**config.mk**
```make
export PLATFORM = sky130hd
export DESIGN_NAME = sram_readback_streamer_flat
export DESIGN_NICKNAME = d
export VERILOG_FILES = /design/src/rtl/sram_readback_streamer_if.sv /design/src/rtl/sram_readback_streamer.sv /design/src/flat_wrapper.sv
export SDC_FILE = /design/constraint.sdc
export NUM_CORES = 1
export LEC_CHECK = 0
export ABC_AREA = 0
export BUFFER_PORTS_ARGS = -buffer_cell sky130_fd_sc_hd__buf_2
export CAP_MARGIN = 0
export CORE_MARGIN = 2
export CORE_UTILIZATION = 30
export CTS_CLUSTER_DIAMETER = 30
export DETAILED_ROUTE_END_ITERATION = 10
export GPL_TIMING_DRIVEN = 0
export PLACE_DENSITY_LB_ADDON = 0.25
export SLEW_MARGIN = 5
export SYNTH_ARGS = -nofsm -noshare
export SYNTH_HDL_FRONTEND = slang
export SYNTH_SLANG_ARGS = --single-unit
```
**constraint.sdc**
```tcl
create_clock -name clock -period 2.75 [get_ports clock]
set_input_delay 0.4125 -clock clock [delete_from_list [all_inputs] [get_ports clock]]
set_output_delay 0.4125 -clock clock [all_outputs]
set_load 0.01 [all_outputs]
```
**src/rtl/sram_readback_streamer_if.sv**
```systemverilog
// Control, byte-stream and SRAM read-bus bundle for sram_readback_streamer.
// master = streamer side, slave = the surrounding logic driving it.
interface sram_readback_streamer_if #(
  parameter int CPU_DW  = 8,
  parameter int SRAM_DW = 16,
  parameter int SRAM_AW = 16
);
  logic               start;
  logic               abort;
  logic [SRAM_AW-1:0] start_addr;
  logic [SRAM_AW:0]   word_count;
  logic               busy;
  logic               done;
  logic [CPU_DW-1:0]  out_data;
  logic               out_valid;
  logic               out_ready;
  logic [SRAM_DW-1:0] sram_data_in;
  logic [SRAM_AW-1:0] sram_address;
  logic               sram_ce;
  logic               sram_oe;
  logic               sram_we;

  modport master (
    input  start, abort, start_addr, word_count, out_ready, sram_data_in,
    output busy, done, out_data, out_valid, sram_address, sram_ce, sram_oe, sram_we
  );

  modport slave (
    output start, abort, start_addr, word_count, out_ready, sram_data_in,
    input  busy, done, out_data, out_valid, sram_address, sram_ce, sram_oe, sram_we
  );
endinterface

```
**src/rtl/sram_readback_streamer.sv**
```systemverilog
// Reads a circular SRAM buffer back word by word and streams it LSB byte first.
// Latency: READ_WAIT+2 SRAM cycles per word; backpressure holds the byte and stalls the next read.
module sram_readback_streamer #(
  parameter int CPU_DW    = 8,
  parameter int SRAM_DW   = 16,
  parameter int SRAM_AW   = 16,
  parameter int READ_WAIT = 2
) (
  input  logic                      clock,
  input  logic                      reset,
  sram_readback_streamer_if.master  bus
);
  localparam int BYTES = SRAM_DW / CPU_DW;
  localparam int IW    = (BYTES > 1) ? $clog2(BYTES) : 1;
  localparam int WW    = (READ_WAIT > 1) ? $clog2(READ_WAIT) : 1;

  typedef enum logic [2:0] {IDLE, ADDR, WAIT, LATCH, EMIT, FIN} state_t;

  state_t             state;
  state_t             next_state;
  logic [SRAM_AW-1:0] addr;
  logic [SRAM_AW:0]   remaining;
  logic [SRAM_DW-1:0] word_buf;
  logic [SRAM_DW-1:0] word_shift;
  logic [IW-1:0]      byte_idx;
  logic [WW-1:0]      wait_cnt;
  logic               busy_q;
  logic               done_q;
  logic               busy_d;
  logic               done_d;
  logic               sram_sel;
  logic               out_vld;
  logic               start_ok;
  logic               emit_hs;
  logic               last_byte;
  logic               wait_over;

  assign start_ok  = (state == IDLE) && bus.start && !bus.abort;
  assign emit_hs   = (state == EMIT) && bus.out_ready;
  assign last_byte = (byte_idx == IW'(BYTES - 1));
  assign wait_over = (wait_cnt == WW'(READ_WAIT - 1));

  always_ff @(posedge clock) begin
    if (reset) state <= IDLE;
    else       state <= next_state;
  end

  // abort outranks everything, including a start seen in the same IDLE cycle
  always_comb begin
    next_state = state;
    if (bus.abort) begin
      next_state = IDLE;
    end else begin
      case (state)
        IDLE:    if (bus.start) next_state = (bus.word_count == '0) ? FIN : ADDR;
        ADDR:    next_state = WAIT;
        WAIT:    if (wait_over) next_state = LATCH;
        LATCH:   next_state = EMIT;
        EMIT:    if (bus.out_ready && last_byte) next_state = (remaining == '0) ? FIN : ADDR;
        FIN:     next_state = IDLE;
        default: next_state = IDLE;
      endcase
    end
  end

  always_comb begin
    busy_d     = (next_state != IDLE);
    done_d     = (state == FIN) && !bus.abort;
    sram_sel   = (state == ADDR) || (state == WAIT) || (state == LATCH);
    out_vld    = (state == EMIT);
    word_shift = word_buf >> (byte_idx * CPU_DW);
  end

  always_ff @(posedge clock) begin
    if (reset) begin
      addr      <= '0;
      remaining <= '0;
      word_buf  <= '0;
      byte_idx  <= '0;
      wait_cnt  <= '0;
      busy_q    <= 1'b0;
      done_q    <= 1'b0;
    end else begin
      busy_q <= busy_d;
      done_q <= done_d;
      if (start_ok) begin
        addr      <= bus.start_addr;
        remaining <= bus.word_count;
      end
      if (state == WAIT && !wait_over) wait_cnt <= wait_cnt + 1'b1;
      else                             wait_cnt <= '0;
      // address advances after the sample, so it is stable for the whole access
      if (state == LATCH) begin
        word_buf  <= bus.sram_data_in;
        remaining <= remaining - 1'b1;
        addr      <= addr + 1'b1;
      end
      if (bus.abort)    byte_idx <= '0;
      else if (emit_hs) byte_idx <= last_byte ? '0 : byte_idx + 1'b1;
    end
  end

  assign bus.busy         = busy_q;
  assign bus.done         = done_q;
  assign bus.out_valid    = out_vld;
  assign bus.out_data     = word_shift[CPU_DW-1:0];
  assign bus.sram_address = addr;
  assign bus.sram_ce      = !sram_sel;
  assign bus.sram_oe      = !sram_sel;
  assign bus.sram_we      = 1'b1;
endmodule
```
**src/flat_wrapper.sv**
```systemverilog
// flat-port wrapper written by rule: the top's interface ports become plain ports
module sram_readback_streamer_flat 
#(
  parameter int CPU_DW    = 8,
  parameter int SRAM_DW   = 16,
  parameter int SRAM_AW   = 16,
  parameter int READ_WAIT = 2
)
  (clock, reset, bus_start, bus_abort, bus_start_addr, bus_word_count, bus_out_ready, bus_sram_data_in, bus_busy, bus_done, bus_out_data, bus_out_valid, bus_sram_address, bus_sram_ce, bus_sram_oe, bus_sram_we);
  sram_readback_streamer_if #(.CPU_DW(CPU_DW), .SRAM_DW(SRAM_DW), .SRAM_AW(SRAM_AW)) bus_i ();
  input  logic clock;
  input  logic reset;
  input wire logic [$bits(bus_i.start)-1:0] bus_start;
  input wire logic [$bits(bus_i.abort)-1:0] bus_abort;
  input wire logic [$bits(bus_i.start_addr)-1:0] bus_start_addr;
  input wire logic [$bits(bus_i.word_count)-1:0] bus_word_count;
  input wire logic [$bits(bus_i.out_ready)-1:0] bus_out_ready;
  input wire logic [$bits(bus_i.sram_data_in)-1:0] bus_sram_data_in;
  output wire logic [$bits(bus_i.busy)-1:0] bus_busy;
  output wire logic [$bits(bus_i.done)-1:0] bus_done;
  output wire logic [$bits(bus_i.out_data)-1:0] bus_out_data;
  output wire logic [$bits(bus_i.out_valid)-1:0] bus_out_valid;
  output wire logic [$bits(bus_i.sram_address)-1:0] bus_sram_address;
  output wire logic [$bits(bus_i.sram_ce)-1:0] bus_sram_ce;
  output wire logic [$bits(bus_i.sram_oe)-1:0] bus_sram_oe;
  output wire logic [$bits(bus_i.sram_we)-1:0] bus_sram_we;
  assign bus_i.start = bus_start;
  assign bus_i.abort = bus_abort;
  assign bus_i.start_addr = bus_start_addr;
  assign bus_i.word_count = bus_word_count;
  assign bus_i.out_ready = bus_out_ready;
  assign bus_i.sram_data_in = bus_sram_data_in;
  assign bus_busy = bus_i.busy;
  assign bus_done = bus_i.done;
  assign bus_out_data = bus_i.out_data;
  assign bus_out_valid = bus_i.out_valid;
  assign bus_sram_address = bus_i.sram_address;
  assign bus_sram_ce = bus_i.sram_ce;
  assign bus_sram_oe = bus_i.sram_oe;
  assign bus_sram_we = bus_i.sram_we;
  sram_readback_streamer #(.CPU_DW(CPU_DW), .SRAM_DW(SRAM_DW), .SRAM_AW(SRAM_AW), .READ_WAIT(READ_WAIT)) u_core (.clock(clock), .reset(reset), .bus(bus_i));
endmodule
```
; ---- After elaboration in Yosys (flattened, before gate mapping)
; Index checks and enable logic that the tools add are counted.
[word_totals]
register_bits = 56
output_inout_bits = 30
elab_cells = 49
[op_classes]
addsub = 4
n_eq_ne = 5
n_shift = 1
n_mux = 12
bitwise = 1
reduce_logical = 18
[ops]
columns = cell, n
row1 = 17-bit logical NOT, 2
row2 = 17-bit two-way mux, 2
row3 = 16-bit two-way mux, 2
row4 = 3-bit two-way mux, 6
row5 = 17-bit by 1-bit subtractor with 17-bit output (second input constant), 1
row6 = 16-bit by 1-bit adder with 16-bit output (second input constant), 1
row7 = 16-bit by 4-bit >> shifter with 8-bit output, 1
row8 = 3-bit case mux with 5 select lines, 1
row9 = 3-bit by 2-bit == test with 1-bit output (second input constant), 2
row10 = 3-bit == test (second input constant), 2
row11 = 1-bit logical AND, 6
row12 = 2-bit OR reduction, 2
row13 = 3-bit by 1-bit == test with 1-bit output (second input constant), 1
row14 = 1-bit logical NOT, 3
row15 = 3-bit logical NOT, 1
row16 = 3-bit nonzero test, 1
row17 = 1-bit adder (second input constant), 2
row18 = 1-bit logical OR, 2
row19 = 2-bit nonzero test, 1
row20 = 1-bit two-way mux, 1
row21 = 1-bit NOT, 1

; ---- Longest topological paths before layout
[logic_depth]
ltp_word = 6
mapped_depth = 8
mapped_depth_nobuf = 7

; ---- Worst setup path after synthesis
; Ideal clock, no wire load.
[synth_timing]
kind = register -> register
start = register u_core.remaining[0]
end = register u_core.remaining[16]
t_arrival_ps = 1436
required_ps = 2618
path_slack_ps = 1182
stages_incl_launch_ff = 7
n_path_buf = 0
cell_sequence = dfxtp_1 -> inv_1 -> ha_1 -> nor4b_1 -> nand2_1 -> o211ai_1 -> a21oi_1
[synth_between]
elab_chain_cells = 2
[synth_lines]
columns = item, line_no
row1 = from (decl), sram_readback_streamer.sv:22  ; logic [SRAM_AW:0] remaining;
row2 = from (signal assigned), sram_readback_streamer.sv:88  ; remaining <= bus.word_count;
row3 = from (signal assigned), sram_readback_streamer.sv:95  ; remaining <= remaining - 1'b1;
row4 = 17-bit by 1-bit subtractor with 17-bit output, sram_readback_streamer.sv:95
row5 = 17-bit two-way mux, sram_readback_streamer.sv:93  ; if (state == LATCH) begin
; Every way passes these cells.
; A chain may end at the register's enable or synchronous reset.

; ---- Worst setup path after layout
[layout_timing]
start = register u_core.remaining[0]
end = register u_core.remaining[6]
; The elaborated chain is that of the path after synthesis.

==> impl.org <==
** CTS
- Clock slew seen by the registers of the worst setup and hold paths :: 110 ps
- Clock network latency to the later pin of the worst-skew pair :: 310 ps
- Setup repair bufs after CTS :: 0
- Number of buffers created by CTS :: 5
- Clock tree synthesis selected as its root buffer the cell sky130_fd_sc_hd__clkbuf_8.
- Total of cells resized after clock tree synthesis :: 0
- In this run, post-CTS hold repair placed 0 buffers.
- TritonCTS built the clock tree.
- # H-tree levels :: 2
- The clock passes through at most 2 buffers.
- The clock drives between 50 and 60 sinks.

** Die
- Area enclosed by the die boundary :: about 11000 um^2
- Starting density of the core :: 31.28%
- Y dimension of the die :: ~100 um
- Die width :: 102.6 um
- In this run the count of I/O pins placed on the die edge is 84.
- In this run the core area contains 35 standard-cell rows.
- In this run the standard cell core region covers about 9300 um^2.

** Pwr
- Sequential cells account for 53.9% of the total power.
- In this run, the clock network consumes 30.0% of the power.
- Summed over all cells, the static leakage comes to around 0.0014 uW.
- Power comes to 1621 uW.
- Dividing total power by cell area gives a power density of about 450 nW/um^2.
- Net switching power :: 465.8 uW
- Largest voltage drop on the vdd net :: ~210 uV
- Proportion of total power due to net switching :: 28.74%
- The internal power of the cells totals 1155 uW.
- Proportion of power drawn by combinational gates :: 16.1%

** Synthesis
- Flop and latch count out of synthesis :: 56
- By count the netlist is led by sky130_fd_sc_hd__nand2_1 (64), sky130_fd_sc_hd__a21oi_1 (56), sky130_fd_sc_hd__dfxtp_1 (56), sky130_fd_sc_hd__nor2_1 (23), sky130_fd_sc_hd__nor3_1 (15).
- Dominant cell type by area after synthesis :: sky130_fd_sc_hd__dfxtp_1
- Most instantiated flip-flop cell in the synthesis netlist :: sky130_fd_sc_hd__dfxtp_1
- Post-synth top area share :: between 30 and 40%
- A synthesized cell averages 7.823 um^2.
- Library cells used by synthesis :: 55
- Share of flip-flops with an asynchronous set or reset after synthesis :: 0%
- The cell count after synthesis came out at 373.
- Cell area after technology mapping :: 2918 um^2
- Number of enable flip-flop cells after synthesis :: 0
- After synthesis, the cell types taking the most area are sky130_fd_sc_hd__dfxtp_1 (38%), sky130_fd_sc_hd__a21oi_1 (9.6%), sky130_fd_sc_hd__nand2_1 (8.2%), sky130_fd_sc_hd__mux2_2 (3.5%), sky130_fd_sc_hd__nor2_1 (3.0%).
- The number of nets in the synthesized netlist is 429.
- Yosys instantiated no cell more often than sky130_fd_sc_hd__nand2_1.
- Post-synthesis sequential area ratio :: a little under 40%
- Yosys warns :: 0

** Setup path
- Across all register-to-register paths, the minimum setup slack is 660 ps.
- The critical path in this run is classified as flip-flop to flip-flop.
- Kind of end point of the critical path :: flip-flop
- For this run, the slowest stage of the critical path takes 670 ps.
- STA classifies the critical path startpoint as a flip-flop.
- Largest fanout on the critical path :: 6
- Together, buffers and inverters on the worst path number 1.
- At the worst endpoint, the arrival time is 2340 ps.
- The signal on the critical path passes through inv_1 -> ha_1 -> nor4b_1 -> nand2_1 -> nor3_1 -> a21oi_1 -> a21oi_1.
- In this design, the critical path's most frequently occurring cell is sky130_fd_sc_hd__a21oi_1.
- Cell type of the slowest stage on the worst timing path :: sky130_fd_sc_hd__nor4b_1
- At the worst endpoint, the required time is 3000 ps.
- Grouping stages by cell kind, the critical path spends the most delay in simple AND/OR/NAND/NOR gates.

** GRT
- The first global-routing pass estimated 14310 um of wire.
- Number of global-route vias before repair :: 2814
- Total congestion overflow :: 0
- Largest net degree at the start of global routing :: 17
- Antenna violations before repair :: 0
- GRT Util Overall :: 17.41%

** Final layout
- Registers take 1121 um^2.
- The count of cells in the finished layout, fillers not included, comes to 591.
- The net count of the finished layout is 517.
- Compared with the post-synthesis result, the final layout area differs by 22.60%.
- The post-route netlist has 26.41% of its cells at a drive strength greater than 1.
- The filler cells instantiated in the layout total 1030.
- The multi-input combinational cells in the finished layout cover a total of between 1500 and 2000 um^2.
- Antenna fix cells :: 0
- Post-route cell area :: 3577 um^2

** Timing
- The max-slew violation count came to 0.
- The final critical path takes up between 70% and 80% of the cycle.
- At the pin with the least slew margin, the transition time is 789.8 ps.
- Unrepaired setup endpoints after global routing :: false
- Final hold vios :: 0
- Timing would allow up to roughly 480 MHz.
- After layout, the minimum clock period comes to ~2100 ps.
- Between clock sinks in the finished design, the worst skew comes to approximately 8.5 ps.
- Final setup vio count :: 0
- Slew headroom :: 46.60%
- Summed over all failing endpoints, the final setup total negative slack is 0 ps.

** Run status
- The flow ran to the end, and the final reports show no timing, DRC or antenna violations.

** Detailed routing
- Number of detailed-route iterations in the first pass :: 5
- The routed design has 9144 um of wire.
- Number of vias after detailed routing :: 3050
- Iteration-0 DRC count of the detailed router :: 243
- For this run, design rule violations remaining after detail routing come to 0.
- Drt wl/cell :: 15.47 um
- Vias per cell :: 5.161
- In this run the remaining antenna-violating nets after routing total 0.

** Placed design
- Post-detailed-placement cell area :: between 3000 and 4000 um^2
- Total half-perimeter wirelength after legalization and detailed placement :: 6880 um
- Global placement routability congestion :: about 0.85
- Number of placed instances with taps included :: 583
- Number of port buffers :: just over 80

** Hold path
- Worst min-delay path category :: primary input to flip-flop

** Run
- # Max-Cap Violations :: 0
-- through the flow --
step / hold WS (ps) / setup WS [ps] / util [%]
after global placement: 406.7 / 705.9 / 37.36
after global routing: 323.5 / 550.0 / 38.35
after CTS: 319.1 / 638.0 / 38.35
after detailed placement: 412.3 / 733.5 / 37.36
after floorplan: 392.9 / 1182 / -
final: 327.1 / 658.7 / 38.35
-- registers in the layout (all words and copies together) (netlist names) --
name and flops:
u_core.bus.busy 1, u_core.remaining 17, u_core.bus.sram_address 16, u_core.wait_cnt 1, u_core.byte_idx 1, u_core.word_buf 16
u_core.bus.done 1, u_core.state 3
-- power by group through the flow --
stage	logic (uW)	registers (uW)	clock network, uW
5_1_grt	289	880	528
2_1_floorplan	153	891	0
3_5_place_dp	260	892	0
6_report	261	874	486
4_1_cts	262	873	497
3_3_place_gp	259	892	0
-- worst paths after layout --
kind	startpoint	end	cells past startpoint
max	u_core.remaining[0]$_SDFFE_PP0P_	u_core.remaining[6]$_SDFFE_PP0P_	7
min reg2reg	u_core.wait_cnt$_SDFF_PP0_	u_core.wait_cnt$_SDFF_PP0_	1
min	bus_sram_data_in[5]	u_core.word_buf[5]$_SDFFE_PP0P_	3
max reg2reg	u_core.remaining[0]$_SDFFE_PP0P_	u_core.remaining[6]$_SDFFE_PP0P_	7
-- layout by cell type, fill, tap and decap left out, types with 2 or more instances in the layout --
cell type,netlist,final
sky130_fd_sc_hd__nor4_1,6,6
sky130_fd_sc_hd__xnor2_1,4,4
sky130_fd_sc_hd__buf_2,8,89
sky130_fd_sc_hd__inv_1,7,7
sky130_fd_sc_hd__buf_4,3,3
sky130_fd_sc_hd__nor2_1,23,23
sky130_fd_sc_hd__and3_1,2,2
sky130_fd_sc_hd__mux2_2,9,9
sky130_fd_sc_hd__and2_1,3,3
sky130_fd_sc_hd__a311oi_1,2,2
sky130_fd_sc_hd__dfxtp_1,56,56
sky130_fd_sc_hd__or3_1,3,3
sky130_fd_sc_hd__clkinv_2,0,2
sky130_fd_sc_hd__clkbuf_8,0,6
sky130_fd_sc_hd__or2_2,2,2
sky130_fd_sc_hd__a31o_1,3,3
sky130_fd_sc_hd__xor2_1,3,3
sky130_fd_sc_hd__a2bb2oi_1,2,2
sky130_fd_sc_hd__nand2_1,64,64
sky130_fd_sc_hd__o211ai_1,6,6
sky130_fd_sc_hd__a22oi_1,10,10
sky130_fd_sc_hd__nor4_2,2,2
sky130_fd_sc_hd__clkbuf_1,14,14
sky130_fd_sc_hd__nand4_1,7,7
sky130_fd_sc_hd__o21ai_0,14,14
sky130_fd_sc_hd__ha_1,2,2
sky130_fd_sc_hd__nand3_1,13,13
sky130_fd_sc_hd__nor3_1,15,15
sky130_fd_sc_hd__a31oi_1,7,7
sky130_fd_sc_hd__a21oi_1,56,56
-- kinds of logic after synthesis --
group	Yosys count	share of synthesized area, %
simple gates	154	27.10
compound gates	110	22.56
flops	56	38.42
buf+inv	34	5.360
mux	9	3.474
xor+xnor	7	2.101
fa+ha+maj	2	0.8575
other cells	1	0.1285
-- metal layers --
metal / wire, um / share of wire [%] / vias to the layer above / GRT usage [%]
li1: - / - / 1524 / -
met3: 469 / 5.1 / 6 / 3.051
met1: 4241 / 46 / 1429 / 23.45
met4: 70 / 0.77 / 0 / 2.872
met5: 0 / 0 / - / 0
met2: 4363 / 48 / 91 / 29.66
-- worst min-delay path: cells and delay by family --
| kind | cells | cell delay (ps) |
|---|---|---|
| compound gates | 1 | 50 |
| simple gates | 1 | 50 |
| buf+inv | 1 | 100 |
-- cell type report --
cell class | count | share of cell area [%]
flip-flops and latches | 56 | 31.34
repair buffers | 81 | 11.33
inverters | 7 | 0.7345
well taps | 129 | 4.512
clock buffers | 6 | 2.308
clock inverters | 2 | 0.2798
multi-input cells | 283 | 45.86
plain buffers | 27 | 3.638
(Power assumes the default switching activity.)
